--- src/rtl/priority_queue.sv ---
// Sorted-array priority queue: push inserts in order, pop returns the head; one op per cycle, o_data/o_valid registered.
// Optional PRIORITY_QUEUE_MIN_FIRST_EN makes the head the smallest value instead of the largest.
module priority_queue #(
    parameter int QUEUE_DEPTH = 10,
    parameter int DATA_LENGTH = 32
) (
    input  logic                   CLK,
    input  logic                   RST,
    input  logic                   i_write,
    input  logic                   i_valid,
    input  logic [DATA_LENGTH-1:0] i_data,
    output logic                   o_full,
    output logic                   o_empty,
    output logic                   o_valid,
    output logic [DATA_LENGTH-1:0] o_data
);
    localparam int CW = $clog2(QUEUE_DEPTH + 1);

    logic [DATA_LENGTH-1:0] r_e [QUEUE_DEPTH];
    logic [CW-1:0]          r_count;
    logic [DATA_LENGTH-1:0] r_data;
    logic                   r_valid;

    logic [DATA_LENGTH-1:0] w_ins [QUEUE_DEPTH];
    logic [QUEUE_DEPTH-1:0] w_keep;
    logic                   w_push;
    logic                   w_pop;

    assign o_full  = (r_count == CW'(QUEUE_DEPTH));
    assign o_empty = (r_count == '0);
    assign o_valid = r_valid;
    assign o_data  = r_data;

    assign w_push = i_valid && i_write && !o_full;
    assign w_pop  = i_valid && !i_write && !o_empty;

    // An entry stays in place if it outranks or ties the new word, so equal values leave in FIFO order.
    always_comb begin
        for (int k = 0; k < QUEUE_DEPTH; k++) begin
`ifdef PRIORITY_QUEUE_MIN_FIRST_EN
            w_keep[k] = (CW'(k) < r_count) && (r_e[k] <= i_data);
`else
            w_keep[k] = (CW'(k) < r_count) && (r_e[k] >= i_data);
`endif
        end
        for (int k = 0; k < QUEUE_DEPTH; k++) begin
            if (w_keep[k])
                w_ins[k] = r_e[k];
            else if (k == 0)
                w_ins[k] = i_data;
            else if (w_keep[k-1])
                w_ins[k] = i_data;
            else
                w_ins[k] = r_e[k-1];
        end
    end

    always_ff @(posedge CLK) begin
        if (RST) begin
            r_count <= '0;
            r_data  <= '0;
            r_valid <= 1'b0;
            for (int k = 0; k < QUEUE_DEPTH; k++)
                r_e[k] <= '0;
        end else begin
            r_valid <= 1'b0;
            if (w_push) begin
                for (int k = 0; k < QUEUE_DEPTH; k++)
                    r_e[k] <= w_ins[k];
                r_count <= r_count + CW'(1);
            end else if (w_pop) begin
                r_data  <= r_e[0];
                r_valid <= 1'b1;
                for (int k = 0; k < QUEUE_DEPTH - 1; k++)
                    r_e[k] <= r_e[k+1];
                r_e[QUEUE_DEPTH-1] <= '0;
                r_count <= r_count - CW'(1);
            end
        end
    end
endmodule

--- config.mk ---
export PLATFORM = sky130hd
export DESIGN_NAME = priority_queue
export DESIGN_NICKNAME = d
export VERILOG_FILES = /design/src/rtl/priority_queue.sv
export SDC_FILE = /design/constraint.sdc
export NUM_CORES = 1
export LEC_CHECK = 0
export ABC_AREA = 1
export CORE_ASPECT_RATIO = 1.1
export CORE_MARGIN = 10
export CORE_UTILIZATION = 30
export DETAILED_ROUTE_END_ITERATION = 7
export GPL_ROUTABILITY_DRIVEN = 0
export RECOVER_POWER = 25
export SYNTH_ARGS = -nofsm -noshare
export SYNTH_HDL_FRONTEND = slang
export SYNTH_SLANG_ARGS = --single-unit
--- constraint.sdc ---
create_clock -name CLK -period 4.55 [get_ports CLK]
set_clock_uncertainty 0.05 [all_clocks]
set_input_delay 0.6825 -clock CLK [delete_from_list [all_inputs] [get_ports CLK]]
set_output_delay 0.6825 -clock CLK [all_outputs]
set_load 0.005 [all_outputs]
==> parameters.txt <==
Parameter                              Value

Run status
  Result of the run ... complete, but fails checks
  Violations in the final reports ... capacitance limit, slew limit

Power and ir drop
  VDD IR-drop max ... 0.2449 mV
  Final total power ... approximately 13000 uW
  Power Dens Cells ... 403.3 mW/mm^2
  Pleak ... roughly 0.015 uW

Clock network
  Number of post-CTS setup repair buffers ... 0
  Clock transition at the registers of the reported paths ... 60 ps
  Clock tree buffer depth ... 3
  Number of instances resized during post-cts repair ... 0
  Total CTS buffers ... 40
  Clock tree root buffer cell ... sky130_fd_sc_hd__clkbuf_16
  H-Tree Level Count ... 2
  Clock latency on the worst-skew pair ... about 580 ps
  CTS tree ... done
  Count of hold-fix buffers inserted at cts ... 0
  CTS sink count ... 357

Synth
  Combined area of all synthesized cells ... 0.02833 mm^2
  Mean cell area of the mapped netlist ... 7.227 um^2
  Post-synth top area cell ... sky130_fd_sc_hd__edfxtp_1
  Total of flip-flops plus latches after synthesis ... 357
  Number of enable-type register cells in the synthesized netlist ... between 300 and 400
  Cell with the most instances after synthesis ... sky130_fd_sc_hd__nand2_1
  Top-area cell type share of the netlist area ... 33.92%
  Net count after synthesis ... between 4000 and 5000
  Synth area leaders ... sky130_fd_sc_hd__edfxtp_1, sky130_fd_sc_hd__ha_1, sky130_fd_sc_hd__nand2_1
  Number of instances in the synthesized netlist ... 3920
  Fraction of registers with async set/reset ... 0%
  Netlist cell types ... 26
  Sequential element share of the synthesized area ... 36.53%
  Warnings, synthesis ... 0
  Main flop type after synthesis ... sky130_fd_sc_hd__edfxtp_1
  Top cells by count, synth ... sky130_fd_sc_hd__nand2_1, sky130_fd_sc_hd__nor2_1, sky130_fd_sc_hd__a21oi_1

GRT
  Antenna violations before repair ... 0
  Pin count of the biggest net entering global routing ... between 100 and 150
  Total gr overflow ... 0
  Number of global-route vias before repair ... 24280
  Global-route wire length before repair ... 135.0 mm
  Global Route Usage Sum ... 15.21%

Layout
  Final-layout fill cell count ... 10040
  Area overhead of the layout relative to synthesis ... 11.60%
  Nets ... 4216
  Cell Count, Final, Fillers Out ... 5142
  Sequential Area ... 0.01035 mm^2
  Area taken by multi-input logic gates ... 0.01534 mm^2
  Layout cell share with drive strength beyond 1 ... about 4.2%
  # diodes ... 0

Setup path
  Worst Setup End Kind ... flip-flop
  Largest driver fanout on the critical path ... 32
  Critical path launch point type ... flip-flop
  Data arrival time of the critical path ... roughly 4400 ps
  Number of cells traversed by the worst register-to-register path ... 12
  Setup slack, reg-to-reg ... 430 ps
  Critical register-to-register path startpoint ... r_count[1]
  Crit. Startpoint ... r_count[1]
  Worst EP required ... roughly 4800 ps
  Capturing instance or port of the critical path ... r_e[1][4]
  Worst flop-to-flop path endpoint ... r_e[1][4]
  Type of the worst setup path ... reg -> reg

STA
  FMAX ... 0.2428 GHz
  Share of the clock period used by the worst path after layout ... 90.51%
  Total Negative Setup Slacks ... 0 ps
  Max-slew violations ... 67
  Max-slew headroom ... -16.22%
  Final period demand of the worst path ... 4118 ps
  Worst Max-Slew Pin Slew ... 1741 ps
  Setup repair after global routing missed its margin ... false
  Setup violations, final ... 0
  Final hold vios ... 0

Drt
  Drt first-iter violations ... 1991
  Final wirelength ... 84.12 mm
  Residual antenna-violating net count after detailed routing ... 0
  Number of detailed-route iterations in the first pass ... 5
  Via density per instance ... around 5.0
  Detail-routed net length per standard cell ... 16.36 um
  Routed vias ... 25460
  DRC violations left ... 0

Die
  Die width ... approximately 310 um
  Area of the placeable core ... around 0.094 mm^2
  Area of the die ... ~0.11 mm^2
  Die Y-Extent ... 342.3 um
  Starting Density ... 30.17%
  Std-Cell Rows ... 118
  I/O pin total ... 71

Worst hold path
  Hold path depth ... 1
  Path type of the worst min-delay path ... reg -> reg

Place
  Instance count after placement with tap cells included ... 5074
  Detailed Place HPWL ... 60.51 mm
  Input/output buffers ... 70

Job
  Number of max-cap violations ... 1
## layer usage
metal,global-route usage [%],share of wire [%],vias up
met1,20.65,46,11830
met3,1.399,4.4,109
met4,4.587,2.7,0
met2,25.35,46,605
met5,0,0,-
li1,-,-,12930
## layout by cell type, fill, tap and decap left out, types with 7 or more instances in the layout
cell                              count
sky130_fd_sc_hd__a21o_1               8
sky130_fd_sc_hd__a21oi_1            508
sky130_fd_sc_hd__buf_12              14
sky130_fd_sc_hd__buf_4               69
sky130_fd_sc_hd__clkbuf_1            12
sky130_fd_sc_hd__clkbuf_16           41
sky130_fd_sc_hd__clkdlybuf4s50_1     34
sky130_fd_sc_hd__clkinv_1             7
sky130_fd_sc_hd__dfxtp_1             36
sky130_fd_sc_hd__dlygate4sd3_1       36
sky130_fd_sc_hd__edfxtp_1           320
sky130_fd_sc_hd__ha_1               324
sky130_fd_sc_hd__inv_1              412
sky130_fd_sc_hd__nand2_1            681
sky130_fd_sc_hd__nand2_2              7
sky130_fd_sc_hd__nand3_1            307
sky130_fd_sc_hd__nand4_1             23
sky130_fd_sc_hd__nor2_1             680
sky130_fd_sc_hd__o21a_1              16
sky130_fd_sc_hd__o21ai_0            292
sky130_fd_sc_hd__o21ai_1             19
## kinds of logic (layout without fill, tap and decap cells)
family | count (synthesis) | in the layout | synth area share, %
adders and majority gates | 324 | 324 | 14.31
buffers and inverters | 683 | 645 | 9.615
AOI/OAI and AO/OA | 852 | 852 | 15.28
DFF | 357 | 357 | 36.53
and+or+nand+nor | 1704 | 1704 | 24.26
## flip-flops by register name (all words and copies together) (netlist names)
name and count:
r_e 320, r_count 4, o_valid 1, o_data 32
## how the worst min path moves through the flow
stage	from	endpoint
2_1_floorplan	r_count[2]	r_count[2]
3_3_place_gp	r_count[2]	r_count[2]
3_5_place_dp	r_count[2]	r_count[2]
4_1_cts	r_count[2]	r_count[2]
5_1_grt	r_count[2]	r_count[2]
6_report	r_count[2]	r_count[2]
## power by group
part	internal [uW]	leakage [uW]	total, uW	switching (uW)
clock network	1850	0.000603	3290	1440
logic	1490	0.0104	4790	3300
registers	4260	0.00375	4680	411
## worst max-delay path, stage by stage (launching register included)
cell	delay, ps
sky130_fd_sc_hd__dfxtp_1	360
sky130_fd_sc_hd__inv_1	210
sky130_fd_sc_hd__ha_1	440
sky130_fd_sc_hd__inv_1	120
sky130_fd_sc_hd__nor2_1	310
sky130_fd_sc_hd__inv_1	150
sky130_fd_sc_hd__nand3_4	310
sky130_fd_sc_hd__nand2_1	130
sky130_fd_sc_hd__nor2_1	610
sky130_fd_sc_hd__clkinv_1	580
sky130_fd_sc_hd__nand2_1	190
sky130_fd_sc_hd__inv_1	50
sky130_fd_sc_hd__buf_4	270
## stage by stage
step	worst slack (ps)	instance area [um^2]	hold slack, ps	utilization, %
6_report	431.9	31620	477.9	33.67
5_1_grt	185.0	31620	495.2	33.67
4_1_cts	572.3	31690	476.4	33.75
3_5_place_dp	333.5	30460	452.3	32.43
3_3_place_gp	418.3	30460	452.6	32.43
2_1_floorplan	398.5	28330	425.7	-
## area by class of cell
class	instances	area share (%)
Inverter	417	4.990
Clock buffer	53	3.451
Tap cell	1260	4.986
Clock inverter	15	0.4591
Timing Repair Buffer	160	4.852
Multi-Input combinational cell	2880	48.52
Sequential cell	357	32.74
Note: power is estimated with default switching activity, not from simulation.
==> RTL edit, RTL diff (same flow settings) <==
The option `PRIORITY_QUEUE_MIN_FIRST_EN` is turned on by a define.
--- a/src/rtl/priority_queue.sv
+++ b/src/rtl/priority_queue.sv
@@ -1,5 +1,7 @@
 // Sorted-array priority queue: push inserts in order, pop returns the head; one op per cycle, o_data/o_valid registered.
 // Optional PRIORITY_QUEUE_MIN_FIRST_EN makes the head the smallest value instead of the largest.
+`define PRIORITY_QUEUE_MIN_FIRST_EN
+
 module priority_queue #(
     parameter int QUEUE_DEPTH = 10,
     parameter int DATA_LENGTH = 32
Function: not settled (the Yosys comparison gave no result); the edit may change what the design does.
==> RTL edit against the unedited design <==
  * Synthesized cell count fell by 1.6%
  * Power fell by 11%
  * Area after synthesis did not move
  * Worst setup slack improved by 0.12 ns
  * Design area rose by 0.69%
  * Via count fell by 0.27%
  * Sequential cell count did not move
  * Routed wire length rose by 0.27%
  * Critical path type unchanged
==> RTL edit: results <==
[outcome]
outcome = finished, final reports clean

[critical_path]
max_stage_delay_ns = 0.74
critPathCapture = r_e[1][58]
reg2reg_from = r_count[3]
rrSetupSlack_ns = 0.55
cp.arrival_ns = 4.26
rr_worst_depth = 9
cp_slowest_cell = clkbuf_2
cp_max_fo = 67

[final_layout]
final-clk-cell-share_pct = 4.249
multiInputGateArea_mm2 = 0.01538
sh_seq_area_pct = 32.51
num-multi-input-gates = 2852
largest_reg_flops = 320
drive_gt1_share_pct = 5.964
nClkBuffers = 53
buffers = 177
n_all_inverters = 382
synthToLayoutAreaGrowth_pct = 12.37
bufAreaShareNonClock_pct = 5.416
num_antenna_cells = 0
fin_nets = 4171
n_fill_cell = 9960

[pwr]
ir_worst_vdd_mv = 0.2136
p_leak_nw = 14.60
switching_power_w = 0.004097

[drt]
drtIter0Drc = 2057
detail_route.wl_per_cell_um = 16.54
wirelength_mm = 84.35
routed_via_density = 4.979

[logic_synthesis]
synth_cell_types = 32
ys_top_cells_by_area = edfxtp_1, ha_1, a21oi_1
ys_top_cells_by_count = nand2_1, nor2_1, a21oi_1
synth_edf_count = 320
avgSynthCellArea_um2 = 7.343
synth_compound_area_share_pct = 15.75

[placed_design]
place_area_mm2 = 0.03051
pre_cts_ws_ns = 0.3331

[grt]
antenna_found_initial = 2
grt_pass1_wl_mm = 132.9
grt_max_degree = 109
grt_pass1_vias = 23923
grt_util_all_layers_pct = 15.10

[worst_hold_path]
hp-start = o_data[19]
hold_end = o_data[19]
hold_depth = 2

[sta]
worst_pin_slew_ns = 1.438
timing.hold.ws_ns = 0.4653
finalCriticalPeriod_ns = 3.999

[cts]
cts_buffers = 41
[RTL edit: cell count changes in the layout (fill, tap and decap cells not counted), moves of 16 or more]
cell / unedited run / this run
nand2_1: 681 / 629
buf_4: 69 / 87
nor2_2: 1 / 26
nor2_1: 680 / 623
a21oi_1: 508 / 524
inv_1: 412 / 365
o21ai_1: 19 / 40
[RTL edit: power groups by stage]
stage / combinational, W / clock (W) / sequential [W]
final: 0.00352 / 0.00351 / 0.00436
after global placement: 0.00345 / 0 / 0.00441
after detailed placement: 0.00351 / 0 / 0.00442
after floorplan: 0.00257 / 0 / 0.00432
after CTS: 0.00354 / 0.00358 / 0.00435
after global routing: 0.00402 / 0.00369 / 0.00441
[RTL edit: layer usage]
layer	track usage, %	vias to the layer above	part of all wire (%)
li1	-	12849	-
met1	20.51	11769	46
met2	25.32	679	47
met3	1.580	93	5.2
met4	3.872	4	2.1
met5	0	-	0.023
[RTL edit: worst min-delay path: cells and delay by family, from the launching register on]
family / cells / cell delay (ns)
compound gates: 2 / 0.16
flops: 1 / 0.31
